File: config.mk
export PLATFORM = sky130hd
export DESIGN_NAME = decompress
export DESIGN_NICKNAME = d
export VERILOG_FILES = /design/src/rtl/decompress.sv
export SDC_FILE = /design/constraint.sdc
export NUM_CORES = 2
export LEC_CHECK = 0
export CAP_MARGIN = 40
export CORE_ASPECT_RATIO = 0.75
export CORE_MARGIN = 2
export CORE_UTILIZATION = 25
export DETAILED_ROUTE_END_ITERATION = 8
export GPL_ROUTABILITY_DRIVEN = 0
export GPL_TIMING_DRIVEN = 0
export PLACE_DENSITY_LB_ADDON = 0.1
export SYNTH_ARGS = -nofsm -noshare
export SYNTH_HDL_FRONTEND = slang
export SYNTH_SLANG_ARGS = --single-unit
File: constraint.sdc
create_clock -name clk -period 9.4 [get_ports clk]
set_input_delay 1.41 -clock clk [delete_from_list [all_inputs] [get_ports clk]]
set_output_delay 1.41 -clock clk [all_outputs]
set_load 0.05 [all_outputs]
File: src/rtl/decompress.sv
// Kyber decompressor: unpacks d-bit fields from 32-bit words and
// maps each to round(3329*x / 2^d), eight 12-bit coefficients per beat.
module decompress (
   input  logic        clk,
   input  logic        rst,
   input  logic        start,
   input  logic [3:0]  d,
   input  logic [31:0] in_data,
   input  logic        in_valid,
   output logic        in_ready,
   output logic [95:0] out_data,
   output logic        out_valid,
   input  logic        out_ready,
   output logic        out_last,
   output logic        done,
   output logic        err
);

   typedef enum logic [1:0] {IDLE, RUN, FLUSH} state_t;

   state_t         state, state_n;
   logic [3:0]     d_r;
   logic [6:0]     words;
   logic [4:0]     groups;
   logic [111:0]   bbuf, bbuf_n;
   logic [6:0]     fill, fill_n, fill_base;
   logic [6:0]     gw;
   logic           s1_valid;
   logic [79:0]    s1_data, fields;
   logic [95:0]    s2_n;
   logic [21:0]    rnd, prod, coef;
   logic           legal, go, accept, xfer, s2_free, s1_move, extract;

   assign legal   = (d == 4'd1) || (d == 4'd4) || (d == 4'd10);
   assign go      = (state == IDLE) && start && legal;
   assign accept  = in_valid && in_ready;
   assign xfer    = out_valid && out_ready;
   assign s2_free = !out_valid || out_ready;
   assign s1_move = s1_valid && s2_free;
   assign extract = (state != IDLE) && (fill >= gw)
                    && (!s1_valid || s1_move);

   // Group width in bits equals the word count of a polynomial (8*d).
   always_comb begin
      gw  = 7'd8;
      rnd = 22'd1;
      case (d_r)
         4'd4:    begin gw = 7'd32; rnd = 22'd8;   end
         4'd10:   begin gw = 7'd80; rnd = 22'd512; end
         default: begin gw = 7'd8;  rnd = 22'd1;   end
      endcase
   end

   assign in_ready = (state == RUN) && (fill <= 7'd80) && (words < gw);
   assign out_last = out_valid && (groups == 5'd31);
   assign done     = (state == FLUSH) && xfer && out_last;

   // Gearbox: drop the extracted group, then append above what remains.
   always_comb begin
      fill_base = extract ? (fill - gw) : fill;
      bbuf_n    = extract ? (bbuf >> gw) : bbuf;
      if (accept)
         bbuf_n = bbuf_n | ({80'd0, in_data} << fill_base);
      fill_n = fill_base + (accept ? 7'd32 : 7'd0);
   end

   always_comb begin
      fields = '0;
      for (int i = 0; i < 8; i++) begin
         case (d_r)
            4'd1:    fields[10*i +: 10] = {9'd0, bbuf[i]};
            4'd4:    fields[10*i +: 10] = {6'd0, bbuf[4*i +: 4]};
            4'd10:   fields[10*i +: 10] = bbuf[10*i +: 10];
            default: fields[10*i +: 10] = 10'd0;
         endcase
      end
   end

   always_comb begin
      s2_n = '0;
      prod = '0;
      coef = '0;
      for (int i = 0; i < 8; i++) begin
         prod = {12'd0, s1_data[10*i +: 10]} * 22'd3329 + rnd;
         coef = prod >> d_r;
         s2_n[12*i +: 12] = coef[11:0];
      end
   end

   always_comb begin
      state_n = state;
      case (state)
         IDLE:    if (go) state_n = RUN;
         RUN:     if (accept && (words == gw - 7'd1)) state_n = FLUSH;
         FLUSH:   if (done) state_n = IDLE;
         default: state_n = IDLE;
      endcase
   end

   always_ff @(posedge clk or posedge rst) begin
      if (rst) begin
         state     <= IDLE;
         d_r       <= '0;
         words     <= '0;
         groups    <= '0;
         bbuf      <= '0;
         fill      <= '0;
         s1_valid  <= 1'b0;
         s1_data   <= '0;
         out_valid <= 1'b0;
         out_data  <= '0;
         err       <= 1'b0;
      end else begin
         state <= state_n;
         err   <= (state == IDLE) && start && !legal;
         if (go) begin
            d_r    <= d;
            words  <= '0;
            groups <= '0;
            bbuf   <= '0;
            fill   <= '0;
         end else begin
            if (accept) words <= words + 7'd1;
            if (xfer) groups <= groups + 5'd1;
            bbuf <= bbuf_n;
            fill <= fill_n;
         end
         if (extract) begin
            s1_valid <= 1'b1;
            s1_data  <= fields;
         end else if (s1_move) begin
            s1_valid <= 1'b0;
         end
         if (s1_move) begin
            out_valid <= 1'b1;
            out_data  <= s2_n;
         end else if (xfer) begin
            out_valid <= 1'b0;
         end
      end
   end

endmodule

After elaboration in Yosys (flattened, before gate mapping)
Cells that the tools add are included.
{"block": "word_totals", "reg_bits": 316, "input_bits": 41, "wordCells": 115}
{"block": "classes", "addsub": 13, "n_mul": 8, "magnitude_cmp": 3, "n_eq_ne": 13, "shift": 10, "mux": 28, "n_bitwise": 1, "reduce_logical": 28}
{"op": "$mux 112", "count": 3}
{"op": "$pmux 10 s3", "count": 8}
{"op": "$add 22x22->22", "count": 8}
{"op": "$mul 10x12->22 const B", "count": 8}
{"op": "$shr 22x4->12", "count": 8}
{"op": "$or 112x112->112", "count": 1}
{"op": "$shl 32x7->112", "count": 1}
{"op": "$shr 112x7->112", "count": 1}
{"op": "$mux 7", "count": 4}
{"op": "$pmux 10 s2", "count": 1}
{"op": "$logic_and 1x1->1", "count": 14}
{"op": "$pmux 7 s2", "count": 1}
{"op": "$mux 5", "count": 2}
{"op": "$reduce_bool 2->1", "count": 5}
{"op": "$eq 4x1->1 const B", "count": 2}
{"op": "$eq 4x3->1 const B", "count": 2}
{"op": "$eq 4x4->1 const B", "count": 2}
{"op": "$add 7x1->7 const B", "count": 1}
{"op": "$add 7x6->7", "count": 1}
{"op": "$eq 7x7->1", "count": 1}
{"op": "$ge 7x7->1", "count": 1}
{"op": "$le 7x7->1 const B", "count": 1}
{"op": "$lt 7x7->1", "count": 1}
{"op": "$sub 7x1->7 const B", "count": 1}
{"op": "15 further kinds", "count": 26}

Longest topological paths before layout
{"block": "logic_depth", "word_depth": 10, "mapped_depth": 21, "mapped_depth_nobuf": 19}

Worst setup path before layout
Ideal clock, no wire load.
{"block": "synth_path", "path_kind": "flip-flop to flip-flop", "startpoint": "reg d_r[3]", "endpoint": "reg bbuf[102]", "setup_time_ps": 82, "arrival_time_ps": 6413, "required_ps": 9318, "slack_ps": 2905, "stages_incl_launch_ff": 21, "n_path_buf": 7, "synth_period_minus_slack_ps": 6495, "path_cell_list": "dfrtp_1 -> nor2b_1 -> buf_2 -> nand2_1 -> nand2_1 -> inv_1 -> clkbuf_1 -> clkbuf_1 -> clkbuf_1 -> ha_1 -> nor2b_1 -> o21ai_0 -> nand2b_1 -> a2111oi_0 -> and2_1 -> clkbuf_1 -> nor2b_1 -> clkbuf_1 -> clkbuf_1 -> o21ai_0 -> a31oi_1"}
{"block": "synth_between", "word_cells_on_any_way": 17}
{"item": "start: declaration", "line_no": "22", "text": "logic [3:0] d_r;"}
{"item": "start signal: assignment", "line_no": "103", "text": "d_r <= '0;"}
{"item": "start signal: assignment", "line_no": "117", "text": "d_r <= d;"}
{"item": "$eq 4x4->1 / $eq 4x3->1 (equally long branches)", "line_no": "47", "text": "case (d_r)"}
{"item": "$pmux 7 s2 (*)", "line_no": "47"}
{"item": "$lt 7x7->1 (*)", "line_no": "54", "text": "assign in_ready = (state == RUN) && (fill <= 7'd80) && (words < gw);"}
{"item": "$logic_and 1x1->1 (*)", "line_no": "54"}
{"item": "named net in_ready", "line_no": "10", "text": "output logic in_ready,"}
{"item": "$logic_and 1x1->1 (*)", "line_no": "36", "text": "assign accept = in_valid && in_ready;"}
{"item": "$mux 112 (*)", "line_no": "62", "text": "if (accept)"}
{"item": "$mux 112 (*)", "line_no": "116", "text": "if (go) begin"}
{"item": "end signal: assignment", "line_no": "125", "text": "bbuf <= bbuf_n;"}
{"item": "end: declaration", "line_no": "25", "text": "logic [111:0] bbuf, bbuf_n;"}
The timed path passes the listed nets; every way through them passes the cells marked *.
A chain may end at the register's enable or synchronous reset.

Final worst setup path
{"block": "layout_path", "startpoint": "reg d_r[0]", "endpoint": "out in_ready"}
{"block": "layout_between", "elab_chain_cells": 4, "word_cells_on_any_way": 5}
{"item": "$eq 4x4->1 / $eq 4x3->1 (equally long branches)", "line_no": "47"}
{"item": "$pmux 7 s2 (*)", "line_no": "47"}
{"item": "$lt 7x7->1 (*)", "line_no": "54"}
{"item": "$logic_and 1x1->1 (*)", "line_no": "54"}
{"item": "end: declaration", "line_no": "10"}
Mark *: on every way between the ends. The rest lies on a longest branch, timed or not.

==> metrics.log <==
[metrics] most frequent cells in the layout: ha_1, nand2_1, nor2_1, dfrtp_1, inv_1
[metrics] post-route ant nets: 0
[metrics] post-synthesis cell area: 35,700 um2
[metrics] path type of the worst min-delay path: reg2reg
[metrics] required time reported for the critical path endpoint: 7990 ps
[metrics] number of storage elements in the synthesis netlist: 313
[metrics] kind of capture point of the worst setup path: output pin
[metrics] wire length of the first global-routing pass: 283 mm
[metrics] Post-Place Setup Slack: 1390 ps
[metrics] arrival time at the worst endpoint: 7320 ps
[metrics] Int Power: approximately 2.4 mW
[metrics] share of the clock period used by the worst path after layout: 0.929
[metrics] status: complete, no violations
[metrics] global-route congestion overflow total: 0
[metrics] Total Routed Length: around 200 mm
[metrics] maximum root-to-sink buffer count: 3
[metrics] largest vdd supply drop: around 0.11 mV
[metrics] number of DRC violations after detailed routing: 0
[metrics] routed length per placed instance: 30.4 um
[metrics] placed wire-length estimate after detailed placement: between 150 and 200 mm
[metrics] number of global-route vias before repair: 37,400
[metrics] number of synthesis warnings: 0
[metrics] Max FO, Critical Path: 10
[metrics] width of the chip: between 400 and 500 um
[metrics] wl on met1: 90.6 mm
[metrics] Final WS setup: 667 ps
[metrics] net switching component of the power: approximately 0.84 mW
[metrics] pins over their slew limit: 0
[metrics] height of the die: 331 um
[metrics] uppermost signal routing layer after detailed routing: met5
[metrics] share of final-layout standard cells stronger than drive strength 1: 0.0691
[metrics] total number of vias: 38,600
[metrics] Initial DRT Pass Iterations: 7
[metrics] most numerous cell on the critical path: clkbuf_1
[metrics] number of top-level pins: 142
[metrics] total power per unit cell area: 77.3 nW/um2
[metrics] number of input and output port buffers inserted: 133
[metrics] core area: 142,000 um2
[metrics] endpoints failing hold: 0
[metrics] Area growth syn-to-layout: 18.0%
[metrics] synthesized area divided by synthesized cell count: 8.15 um2
[metrics] routed length on met3: 24.8 mm
[metrics] fraction of registers with async set or reset after synthesis: 1.00
[metrics] CTS Hold Bufs: 0
[metrics] Setup Fix Bufs, Post-CTS: 0
[metrics] overall power consumption: 3.26 mW
[metrics] total negative slack: 0 ps
[metrics] slowest cell on the critical path: clkdlybuf4s50_1
[metrics] net count of the finished layout: 5,240
[metrics] count of cell types in the netlist: slightly above 90
[metrics] CTS root buffer: clkbuf_16
[metrics] hold slack: about 470 ps
[metrics] via/cell ratio: 5.87
[metrics] Post-Syn Instances: roughly 4,400
[metrics] FP Rows: between 100 and 150
[metrics] startpoint kind of the worst setup timing path: flop
[metrics] Clock Sink Count: 313
[metrics] insertion delay of the later-clocked pin in the worst-skew pair: 650 ps
[metrics] highest attainable clock frequency: 0.115 GHz
[metrics] max incr delay on CP: between 900 and 1000 ps
[metrics] TritonCTS clock tree: yes
[metrics] unrepaired setup endpoints after global routing: false
[metrics] Rel. slew slack: 0.273
[metrics] dominant synthesized flop cell: dfrtp_1
[metrics] static power due to leakage: ~19 nW
[metrics] number of synthesized flops with an enable pin: 0
[metrics] filler cell count: 15,600
[metrics] final number of setup-violating endpoints: 0
[metrics] proportion of synthesized chip area in sequential cells: 0.219
[metrics] number of max-cap violations: 0
[metrics] met2 wire length: 79.1 mm
[metrics] antenna violations before repair: 6
[metrics] fraction of power consumed by sequential logic: 0.414
[metrics] Worst Skew: 34.9 ps
[metrics] number of violations reported at the end of detailed-routing iteration 0: about 5,700
[metrics] transition at the pin with the smallest max-transition slack: roughly 1100 ps
[metrics] most common cell after layout, fill and taps aside: ha_1
[metrics] path type of the worst setup path: reg2out
[metrics] Worst path top cell family by delay: buffers and inverters
[metrics] final instance count without filler cells: 6,586
[metrics] post-synthesis net count: 4,963
[metrics] number of cells after detailed placement: 6,500
[metrics] Clock H-tree levels: 2
[metrics] maximum number of pins on one net before global-route repair: 38
[metrics] die area: 146,000 um2
[metrics] number of buffers and inverters on the critical path: 9
[metrics] proportion of total power due to net switching: 0.257
[metrics] cts bufs inserted: 43
[metrics] clock slew at the register clock pins of the worst setup and hold paths: roughly 70 ps
[metrics] global-route usage over all layers: 0.267
[metrics] Gate power share: 0.032
[metrics] count of instances resized after the clock tree is built: 0
[metrics] worst-path cell chain: nor4b_4 > buf_6 > inv_2 > nand2_1 > inv_1 > clkbuf_1 > buf_6 > clkbuf_1 > buf_8 > clkbuf_1 > ha_1 > nor2b_1 > o21ai_0 > nand2b_1 > a2111oi_0 > clkdlybuf4s50_1
[metrics] minimum period implied by the final worst setup slack: 8730 ps
[metrics] initial cell density of the core: 0.251
[metrics] power share of the clock group: 0.554
flip-flops by register name, summed over array words and instances, names as in the netlist:
signal	cells
fill	4
s1_data	80
words	7
err	1
d_r	4
s1_valid	1
out_valid	1
state	2
groups	5
out_data	96
bbuf	112
worst paths after layout:
path	start	to	slack, ps	cells past startpoint
worst max-delay path	d_r[0]	in_ready	670	16
min in group asynchronous	rst	bbuf[79]	1200	2
max in group asynchronous	rst	out_data[32]	6670	7
worst max register to register	d_r[3]	out_data[41]	1070	21
worst min register to register	out_data[62]	out_data[62]	470	2
worst min-delay path	out_data[62]	out_data[62]	470	2
metrics by stage:
step	instance area [um2]	utilization
2_1_floorplan	35700	-
3_3_place_gp	39400	0.277
3_5_place_dp	40600	0.285
4_1_cts	42100	0.296
5_1_grt	42100	0.296
6_report	42200	0.296
per-layer routing:
| metal | track usage | vias to the layer above |
|---|---|---|
| met5 | 0 | - |
| met4 | 0.0664 | 4 |
| met3 | 0.0910 | 352 |
| met2 | 0.374 | 2332 |
| met1 | 0.387 | 19300 |
| li1 | - | 16700 |
area by class of cell:
type	instances	area, um2	area share
Multi-Input combinational cell	3459	25600	0.607
Clock buffer	57	1240	0.0294
Tap cell	1891	2370	0.0561
Buffer	308	1200	0.0285
Timing Repair Buffer	232	2550	0.0604
Inverter	302	1140	0.0270
Clock inverter	20	246	0.00585
Antenna cell	4	10.0	0.000237
Sequential cell	313	7830	0.186
cells in the mapped netlist (96+ instances only):
library cell	number	share of area
ha_1	491	0.17
nand2_1	422	0.044
nor2_1	374	0.039
dfrtp_1	313	0.22
inv_1	297	0.031
a21oi_1	294	0.041
o21ai_0	251	0.035
clkbuf_1	249	0.026
mux2i_1	155	0.043
xnor2_1	103	0.025
nand3_1	96	0.013
power groups by stage:
stage / registers, mW / logic [mW] / clock network, mW
2_1_floorplan: 1.37 / 0.0374 / 0
3_3_place_gp: 1.37 / 0.0910 / 0
3_5_place_dp: 1.37 / 0.104 / 0
4_1_cts: 1.35 / 0.104 / 1.83
5_1_grt: 1.35 / 0.111 / 1.87
6_report: 1.35 / 0.105 / 1.81
kinds of logic after synthesis:
group           synth area share
compound gates             0.245
simple gates               0.160
buf+inv                   0.0652
fa+ha+maj                  0.199
flops                      0.219
mux                       0.0722
xor+xnor                  0.0387
worst min-delay path, stage by stage (launching register included):
cell and delay (ps):
dfrtp_1 340, nand2_1 50, nand2_1 50
Power figures use the tool's default switching activity.
